File: config.mk
export PLATFORM = sky130hd
export DESIGN_NAME = vend_ctrl
export DESIGN_NICKNAME = d
export VERILOG_FILES = /design/src/rtl/vend_pkg.sv /design/src/rtl/vend_change_sel.sv /design/src/rtl/vend_ctrl.sv
export SDC_FILE = /design/constraint.sdc
export NUM_CORES = 1
export LEC_CHECK = 0
export BUFFER_PORTS_ARGS = -buffer_cell sky130_fd_sc_hd__buf_2
export CAP_MARGIN = 40
export CORE_MARGIN = 5
export CORE_UTILIZATION = 35
export DETAILED_ROUTE_END_ITERATION = 10
export PLACE_DENSITY = 0.63
export SYNTH_ARGS = -nofsm -noshare
export SYNTH_HDL_FRONTEND = slang
export SYNTH_SLANG_ARGS = --single-unit
File: constraint.sdc
create_clock -name clk -period 5.29 [get_ports clk]
set_input_delay 0.529 -clock clk [delete_from_list [all_inputs] [get_ports clk]]
set_output_delay 0.529 -clock clk [all_outputs]
set_load 0.05 [all_outputs]
File: src/rtl/vend_pkg.sv
// Shared definitions for the vending controller.
// Provides the coin codes, the coin value decode and the controller state type.
package vend_pkg;

  localparam int unsigned COIN_W  = 2;
  localparam int unsigned VALUE_W = 6;

  localparam logic [COIN_W-1:0] COIN_10  = 2'b00;
  localparam logic [COIN_W-1:0] COIN_20  = 2'b01;
  localparam logic [COIN_W-1:0] COIN_50  = 2'b10;
  localparam logic [COIN_W-1:0] COIN_BAD = 2'b11;

  typedef enum logic [1:0] {
    ST_IDLE,
    ST_COLLECT,
    ST_VEND,
    ST_PAYOUT
  } state_t;

  // Coin code to value in units; the invalid code is worth nothing.
  function automatic logic [VALUE_W-1:0] coin_value(input logic [COIN_W-1:0] code);
    case (code)
      COIN_10: return VALUE_W'(10);
      COIN_20: return VALUE_W'(20);
      COIN_50: return VALUE_W'(50);
      default: return '0;
    endcase
  endfunction

endpackage

File: src/rtl/vend_change_sel.sv
// Change selection: picks the largest coin (50/20/10) not exceeding the credit.
// Ports:
//   credit       in   remaining change in units
//   change_coin  out  selected denomination code (COIN_10 when credit < 10)
//   value        out  value of the selected coin, 0 when credit < 10
module vend_change_sel
  import vend_pkg::*;
#(
  parameter int unsigned CREDIT_W = 8
) (
  input  logic [CREDIT_W-1:0] credit,
  output logic [COIN_W-1:0]   change_coin,
  output logic [CREDIT_W-1:0] value
);

  // Largest-first denomination choice.
  always_comb begin
    change_coin = COIN_10;
    if (credit >= CREDIT_W'(50)) begin
      change_coin = COIN_50;
    end else if (credit >= CREDIT_W'(20)) begin
      change_coin = COIN_20;
    end
    value = (credit >= CREDIT_W'(10)) ? CREDIT_W'(coin_value(change_coin)) : '0;
  end

endmodule

File: src/rtl/vend_ctrl.sv
// Coin-operated vending controller: collects credit, requests a vend, pays change.
// Ports:
//   clk, reset_n        clock, asynchronous active-low reset
//   coin_valid, coin    coin presented this cycle and its code
//   cancel              refund request (honoured while collecting)
//   vend_ack            dispenser accepted the vend
//   change_ready        hopper accepts a change coin this cycle
//   vend                vend request, held until acknowledged
//   change_valid        change coin offered
//   change_coin         offered denomination code
//   coin_reject         registered pulse, previous cycle's coin was returned
//   credit              current credit / remaining change
//   busy                vending or paying out
module vend_ctrl
  import vend_pkg::*;
#(
  parameter int unsigned PRICE    = 40,
  parameter int unsigned CREDIT_W = 8
) (
  input  logic                clk,
  input  logic                reset_n,
  input  logic                coin_valid,
  input  logic [COIN_W-1:0]   coin,
  input  logic                cancel,
  input  logic                vend_ack,
  input  logic                change_ready,
  output logic                vend,
  output logic                change_valid,
  output logic [COIN_W-1:0]   change_coin,
  output logic                coin_reject,
  output logic [CREDIT_W-1:0] credit,
  output logic                busy
);

  // Price must be a positive multiple of 10 and leave room for a 50 on top of PRICE-10.
  if ((PRICE % 10) != 0 || PRICE < 10 ||
      (64'(PRICE) + 64'd40) >= (64'd1 << CREDIT_W)) begin : g_bad_params
    $error("vend_ctrl: PRICE must be a multiple of 10 with PRICE+40 < 2**CREDIT_W");
  end

  localparam logic [CREDIT_W-1:0] PRICE_C = CREDIT_W'(PRICE);

  state_t              state_q, state_d;
  logic [CREDIT_W-1:0] credit_q, credit_d;
  logic                reject_q, reject_d;

  logic                coin_ok;
  logic [CREDIT_W-1:0] coin_val;
  logic [CREDIT_W-1:0] sum;
  logic [COIN_W-1:0]   sel_coin;
  logic [CREDIT_W-1:0] sel_value;
  logic [CREDIT_W-1:0] remain;

  vend_change_sel #(.CREDIT_W(CREDIT_W)) u_sel (
    .credit      (credit_q),
    .change_coin (sel_coin),
    .value       (sel_value)
  );

  // Credit after accepting the presented coin (invalid code adds nothing).
  assign coin_ok  = coin_valid && (coin != COIN_BAD);
  assign coin_val = CREDIT_W'(coin_value(coin));
  assign sum      = credit_q + (coin_ok ? coin_val : '0);
  assign remain   = credit_q - sel_value;

  // State, credit and reject-pulse registers.
  always_ff @(posedge clk or negedge reset_n) begin
    if (!reset_n) begin
      state_q  <= ST_IDLE;
      credit_q <= '0;
      reject_q <= 1'b0;
    end else begin
      state_q  <= state_d;
      credit_q <= credit_d;
      reject_q <= reject_d;
    end
  end

  // Next-state and credit update.
  always_comb begin
    state_d  = state_q;
    credit_d = credit_q;
    reject_d = 1'b0;
    case (state_q)
      ST_IDLE, ST_COLLECT: begin
        reject_d = coin_valid && (coin == COIN_BAD);
        if (state_q == ST_COLLECT && cancel) begin
          // Refund beats reaching the price in the same cycle.
          state_d  = ST_PAYOUT;
          credit_d = sum;
        end else if (coin_ok) begin
          if (sum >= PRICE_C) begin
            state_d  = ST_VEND;
            credit_d = sum - PRICE_C;
          end else begin
            state_d  = ST_COLLECT;
            credit_d = sum;
          end
        end
      end
      ST_VEND: begin
        reject_d = coin_valid;
        if (vend_ack) begin
          state_d = (credit_q != '0) ? ST_PAYOUT : ST_IDLE;
        end
      end
      ST_PAYOUT: begin
        reject_d = coin_valid;
        if (change_ready) begin
          credit_d = remain;
          if (remain == '0) begin
            state_d = ST_IDLE;
          end
        end
      end
      default: begin
        state_d  = ST_IDLE;
        credit_d = '0;
      end
    endcase
  end

  // Outputs decoded from registers only.
  assign vend         = (state_q == ST_VEND);
  assign change_valid = (state_q == ST_PAYOUT);
  assign change_coin  = change_valid ? sel_coin : COIN_10;
  assign busy         = (state_q == ST_VEND) || (state_q == ST_PAYOUT);
  assign credit       = credit_q;
  assign coin_reject  = reject_q;

endmodule

=== Yosys cells after proc, flatten, opt, wreduce, memory -nomap -nowiden ===
Cells that the tools add are included.

* Register bits: 11
* Bits in latches: 0
* Memory bits (writable): 0
* Bits in read-only memories: 0
* Input port bits: 8
* Word-level logic and storage cells: 58
* Memories: 0

* $add $sub $neg: 3
* $mul: 0
* Div/mod/pow operators: 0
* Order comparisons: 4
* Equality and inequality tests: 13
* Shifts and indexed selects: 0
* Multiplexer cells: 21
* Bitwise logic cells: 0
* Reductions and logical operators: 14

{| class="wikitable"
|+ Operators by type and width
! cell !! count
|-
| 6-bit one-hot mux with 3 select lines || 2
|-
| 8-bit two-way mux || 4
|-
| 2-bit two-way mux || 9
|-
| 8-bit by 6-bit greater-or-equal comparator with 1-bit output, second input constant || 2
|-
| 8-bit one-hot mux with 2 select lines || 1
|-
| 6-bit two-way mux || 2
|-
| 2-bit == test, second input constant || 5
|-
| 8-bit by 6-bit adder with 8-bit output || 1
|-
| 8-bit by 4-bit greater-or-equal comparator with 1-bit output, second input constant || 1
|-
| 8-bit by 5-bit greater-or-equal comparator with 1-bit output, second input constant || 1
|-
| 8-bit zero test || 1
|-
| 8-bit nonzero test || 1
|-
| 8-bit by 6-bit subtractor with 8-bit output, second input constant || 1
|-
| 8-bit subtractor || 1
|-
| 2-bit by 1-bit == test with 1-bit output, second input constant || 3
|-
| 2-bit zero test || 3
|-
| 2-bit != test, second input constant || 3
|-
| 2-bit one-hot mux with 3 select lines || 1
|-
| 4-bit AND reduction || 1
|-
| 2-bit OR reduction || 2
|-
| 1-bit logical AND || 3
|-
| 3-bit != test, second input constant || 1
|-
| 3-bit AND reduction || 1
|-
| 2-bit by 1-bit != test with 1-bit output, second input constant || 1
|-
| other kinds (4) || 4
|}

=== Logic depth before layout (Yosys ltp) ===
* Depth in word-level cells: 11
* Depth in mapped cells: 16
* Mapped depth without buffers: 16

=== Cells and area by module ===
Synthesis repeated with hierarchy kept, for this count alone.

* Cell total of the unflattened synthesis: 216
* Area, all modules: 1735.4 um^2

{| class="wikitable"
|+ Modules (own cells, without submodules)
! module !! instances !! cells each !! area each (um^2)
|-
| vend_ctrl || 1 || 191 || 1567.8
|-
| vend_change_sel || 1 || 25 || 167.7
|}

=== Least setup slack after synthesis ===
No wires, ideal clock.

* Kind: register -> register
* From: reg credit_q[2], in the netlist credit[2]
* To: reg state_q[1]
* Library setup time: 140 ps
* Data arrival time: 3110 ps
* Required time: 5150 ps
* Path slack: 2040 ps
* Stages on the path, launching flop included: 15
* Buffers on the path: 0
* Period minus slack after synthesis: 3250 ps
* Path through: dfrtp_1 -> nor3_1 -> nor2_1 -> nor3_1 -> nand2b_1 -> inv_1 -> a21oi_1 -> ha_1 -> fa_1 -> xnor2_1 -> nor2_1 -> nand4_1 -> or3_1 -> o31ai_1 -> nor3_1

* Word-level cells in the longest chain between the ends: 10
* Elaborated cells between the ends (all ways): 23

{| class="wikitable"
|+ RTL lines
! item !! line !! RTL
|-
| start, declared || vend_ctrl.sv:44 || <nowiki>logic [CREDIT_W-1:0] credit_q, credit_d;</nowiki>
|-
| start signal, assigned || vend_ctrl.sv:74 || <nowiki>credit_q <= credit_d;</nowiki>
|-
| 8-bit by 5-bit greater-or-equal comparator with 1-bit output || vend_change_sel.sv:21 || <nowiki>end else if (credit >= CREDIT_W'(20)) begin</nowiki>
|-
| 1-bit two-way mux || vend_change_sel.sv:21 ||
|-
| 2-bit two-way mux || vend_change_sel.sv:19 || <nowiki>if (credit >= CREDIT_W'(50)) begin</nowiki>
|-
| 2-bit == test, or another cell as far along || vend_pkg.sv:22 || <nowiki>case (code)</nowiki>
|-
| 6-bit one-hot mux with 3 select lines || vend_pkg.sv:22 ||
|-
| 6-bit two-way mux || vend_change_sel.sv:24 || <nowiki>value = (credit >= CREDIT_W'(10)) ? CREDIT_W'(coin_value(change_coin)) : '0;</nowiki>
|-
| 8-bit subtractor || vend_ctrl.sv:64 || <nowiki>assign remain = credit_q - sel_value;</nowiki>
|-
| 8-bit zero test || vend_ctrl.sv:111 || <nowiki>if (remain == '0) begin</nowiki>
|-
| 2-bit by 1-bit != test with 1-bit output (no source line) || -- ||
|-
| 4-bit AND reduction (no source line) || -- ||
|-
| end signal, assigned || vend_ctrl.sv:73 || <nowiki>state_q <= state_d;</nowiki>
|-
| end, declared || vend_ctrl.sv:43 || <nowiki>state_t state_q, state_d;</nowiki>
|}

Several ways; a longest one is shown, not always the timed one. The select of a mux whose other input is x is not followed.
A chain may end at the register's enable or synchronous reset.

=== Worst setup path in the final report ===
Ends and elaborated chain as after synthesis.

==> metrics.md <==
| Metric | Value |
|---|---|
| Outcome | finished clean |
| Required @ worst endpoint | 5.39 ns |
| Root Buffer | clkbuf_8 |
| Number of rows created at floorplan | 22 |
| Synthesis Warnings | 0 |
| Number of antenna violations at the first check in global routing | 0 |
| Post-cts gate resize count | 0 |
| WS Path Type | flip-flop to flip-flop |
| Fraction of registers with async set/reset | 100.0% |
| Hold violation total from the final report | 0 |
| Hpwl dp | 2652 µm |
| Routed WL | 3277 µm |
| Starting density of the core | 36.80% |
| Maximum level of the CTS H-tree | 1 |
| Total routed wire length on the met1 layer | 1621 µm |
| Post-DR wirelength/cell | 13.71 µm |
| Period utilisation layout | 64.58% |
| Buffer count from post-CTS setup fixing | 0 |
| Part of the Yosys area used for sequential elements | 18.30% |
| Post-synthesis net count | 202 |
| EDFF count, synth | 0 |
| Number of distinct library cells after synthesis | 49 |
| Width of the die | 72.51 µm |
| RSZ-0062 raised after global routing | false |
| Post-synthesis register bit count | 10 |
| Portion of synthesized cell area occupied by the leading cell type | 18.30% |
| Number of remaining DRC errors | 0 |
| Remaining global-route overflow | 0 |
| Final period demand of the worst path | 3.416 ns |
| Most used flip-flop cell after synthesis | dfrtp_1 |
| Cell count after synthesis | 174 |
| Worst Tran Pin Value | 0.7121 ns |
| Ratio of cells with drive above 1 in the final layout | 16.75% |
| Die Y | 72.51 µm |
| Length of routed met2 wiring | 1477 µm |
| Hold/Removal Path Class | input port to asynchronous set/reset pin |
| Worst Setup End Kind | flip-flop |
| Num CTS Buffers | 3 |
| I/O pin count | 22 |
| Average size of a mapped cell | 7.860 µm² |
| Floorplan core area | 0.003716 mm² |
| Max capacitance violation total | 0 |
| Ranking of synthesized cells by instance count | ha_1 (18), nor2_1 (17), nand2_1 (14), o21ai_0 (14), inv_1 (11) |
| Largest driver fanout on the critical path | 8 |
| Post-route setup TNS | 0 ns |
| Slew margin rel. | 52.53% |
| Via density | 5.238 |
| Biggest area consumer among synthesized cells | dfrtp_1 |
| Final slew viol count | 0 |
| FILL cells | 377 |
| Uppermost metal layer occupied by signal nets | met4 |
| Number of vias in the routed layout | 1,252 |
| Hold Buf Count CTS | 0 |
| Most area-consuming cells after synthesis | dfrtp_1 (18%), ha_1 (16%), o21ai_0 (5.1%), nor2_1 (4.7%), nand2_1 (3.8%) |
| Insertion delay to the later sink of the worst-skew pair | 0.24 ns |
| Maximum number of pins on one net before global-route repair | 16 |
| Clock slew at reported path FFs | 0.05 ns |
| Syn Std Cell Area | 0.001368 mm² |
| Number of inserted diodes | 0 |
| GP Congestion | 0.8179 |
| Clk sink count | 10 |
| Total of endpoints with negative setup slack in the final report | 0 |
| Area of the die | 0.005258 mm² |
| Most frequent cell after synthesis | ha_1 |
| Starting DRC count in detailed routing | 40 |
| First-pass GRT wire length | 5464 µm |
| Max frequency | 292.7 MHz |
| Vias in the first global route | 1,152 |
| Area growth from synthesis to final layout | 13.54% |
| Routed wl met3 | 152 µm |
| GR Util All Layers | 13.33% |
| Number of nets still failing antenna checks after routing | 0 |
| 1st-pass router iterations | 4 |
| Longest Clk Path Bufs | 2 |
| # port buffers | 20 |
| Critical path startpoint category | flip-flop |
| Number of nets in the layout | 220 |
| Data arrival time of the critical path | 3.51 ns |
| CTS tree | yes |
| Final worst clock skew | 0.003899 ns |
-- critical path, stage by stage, from the launching register on --
cell and delay, ns:
dfrtp_1 0.46, nor3_1 0.30, nor2_1 0.08, nor3_1 0.28, nand2b_1 0.17, inv_1 0.13
a21oi_1 0.05, ha_1 0.23, fa_1 0.40, xnor2_1 0.14, nor2_1 0.12, nand4_1 0.13
or3_1 0.38, o31ai_1 0.32, nor3_1 0.09
-- through the flow --
stage               setup WS, ns  area [µm²]  hold WS, ns  std cells  util (%)
floorplan                  2.040        1368       0.2334        174         -
detailed placement         1.701        1498       0.3985        235     40.30
global placement           1.784        1498       0.3988        235     40.30
finish                     1.874        1553       0.1480        239     41.78
global route               1.505        1553       0.1573        239     41.78
CTS                        1.827        1553       0.1468        239     41.78
-- flip-flops by register name, summed over array words and instances, names as in the netlist --
register     count
coin_reject      1
credit           7
state_q          2
-- placed cells by master (no fill, tap or decap), types with 2 or more instances in the layout --
master / count
dfrtp_1: 10
nor3b_1: 4
buf_2: 20
o21ai_1: 2
a21oi_1: 9
o21ba_2: 2
ha_1: 18
o21a_1: 5
o21ai_0: 14
and2_1: 3
fa_1: 2
inv_1: 11
clkbuf_8: 4
xnor2_1: 3
nand2b_1: 3
xor2_1: 3
nor2b_1: 6
and3_1: 3
nand2_1: 14
mux2i_1: 2
a22oi_1: 3
nand4_1: 2
nor2_1: 17
nand3_1: 2
nor3_1: 6
-- final timing paths --
path | depth (start not counted) | startpoint | end | slack [ns]
worst max-delay path | 14 | credit[2]$_DFFE_PN0P_ | state_q[1]$_DFFE_PN0P_ | 1.87
worst min-delay path | 1 | reset_n | state_q[1]$_DFFE_PN0P_ | 0.15
worst max register to register | 14 | credit[2]$_DFFE_PN0P_ | state_q[1]$_DFFE_PN0P_ | 1.87
worst min register to register | 2 | state_q[0]$_DFFE_PN0P_ | state_q[0]$_DFFE_PN0P_ | 0.62
max in group asynchronous | 1 | reset_n | coin_reject$_DFF_PN0_ | 4.95
min in group clk | 2 | coin_valid | coin_reject$_DFF_PN0_ | 0.54
-- area by class of cell --
cell class | instances | area (µm²) | area share [%]
well taps | 48 | 60.06 | 3.868
multi-input cells | 146 | 1046 | 67.36
inverters | 11 | 41.29 | 2.659
repair buffers | 20 | 100.1 | 6.446
flip-flops and latches | 10 | 250.2 | 16.12
clock buffers | 4 | 55.05 | 3.546
-- cells by family (layout without fill, tap and decap cells) --
logic type,count (synthesis),in the layout,synth area share [%]
xor+xnor,7,7,5.033
other cells,1,1,0.2742
flops,10,10,18.30
fa+ha+maj,20,20,19.40
mux,2,2,1.464
buf+inv,18,35,5.215
simple gates,67,67,25.89
compound gates,49,49,24.43
-- per-layer routing --
| metal | vias up | track usage, % |
|---|---|---|
| li1 | 655 | - |
| met2 | 20 | 21.13 |
| met5 | - | 0 |
| met1 | 573 | 17.85 |
| met4 | 0 | 3.074 |
| met3 | 4 | 3.878 |
Power is not shown: default switching activity piles up to over one toggle a cycle in this logic, so the estimate is an artifact.
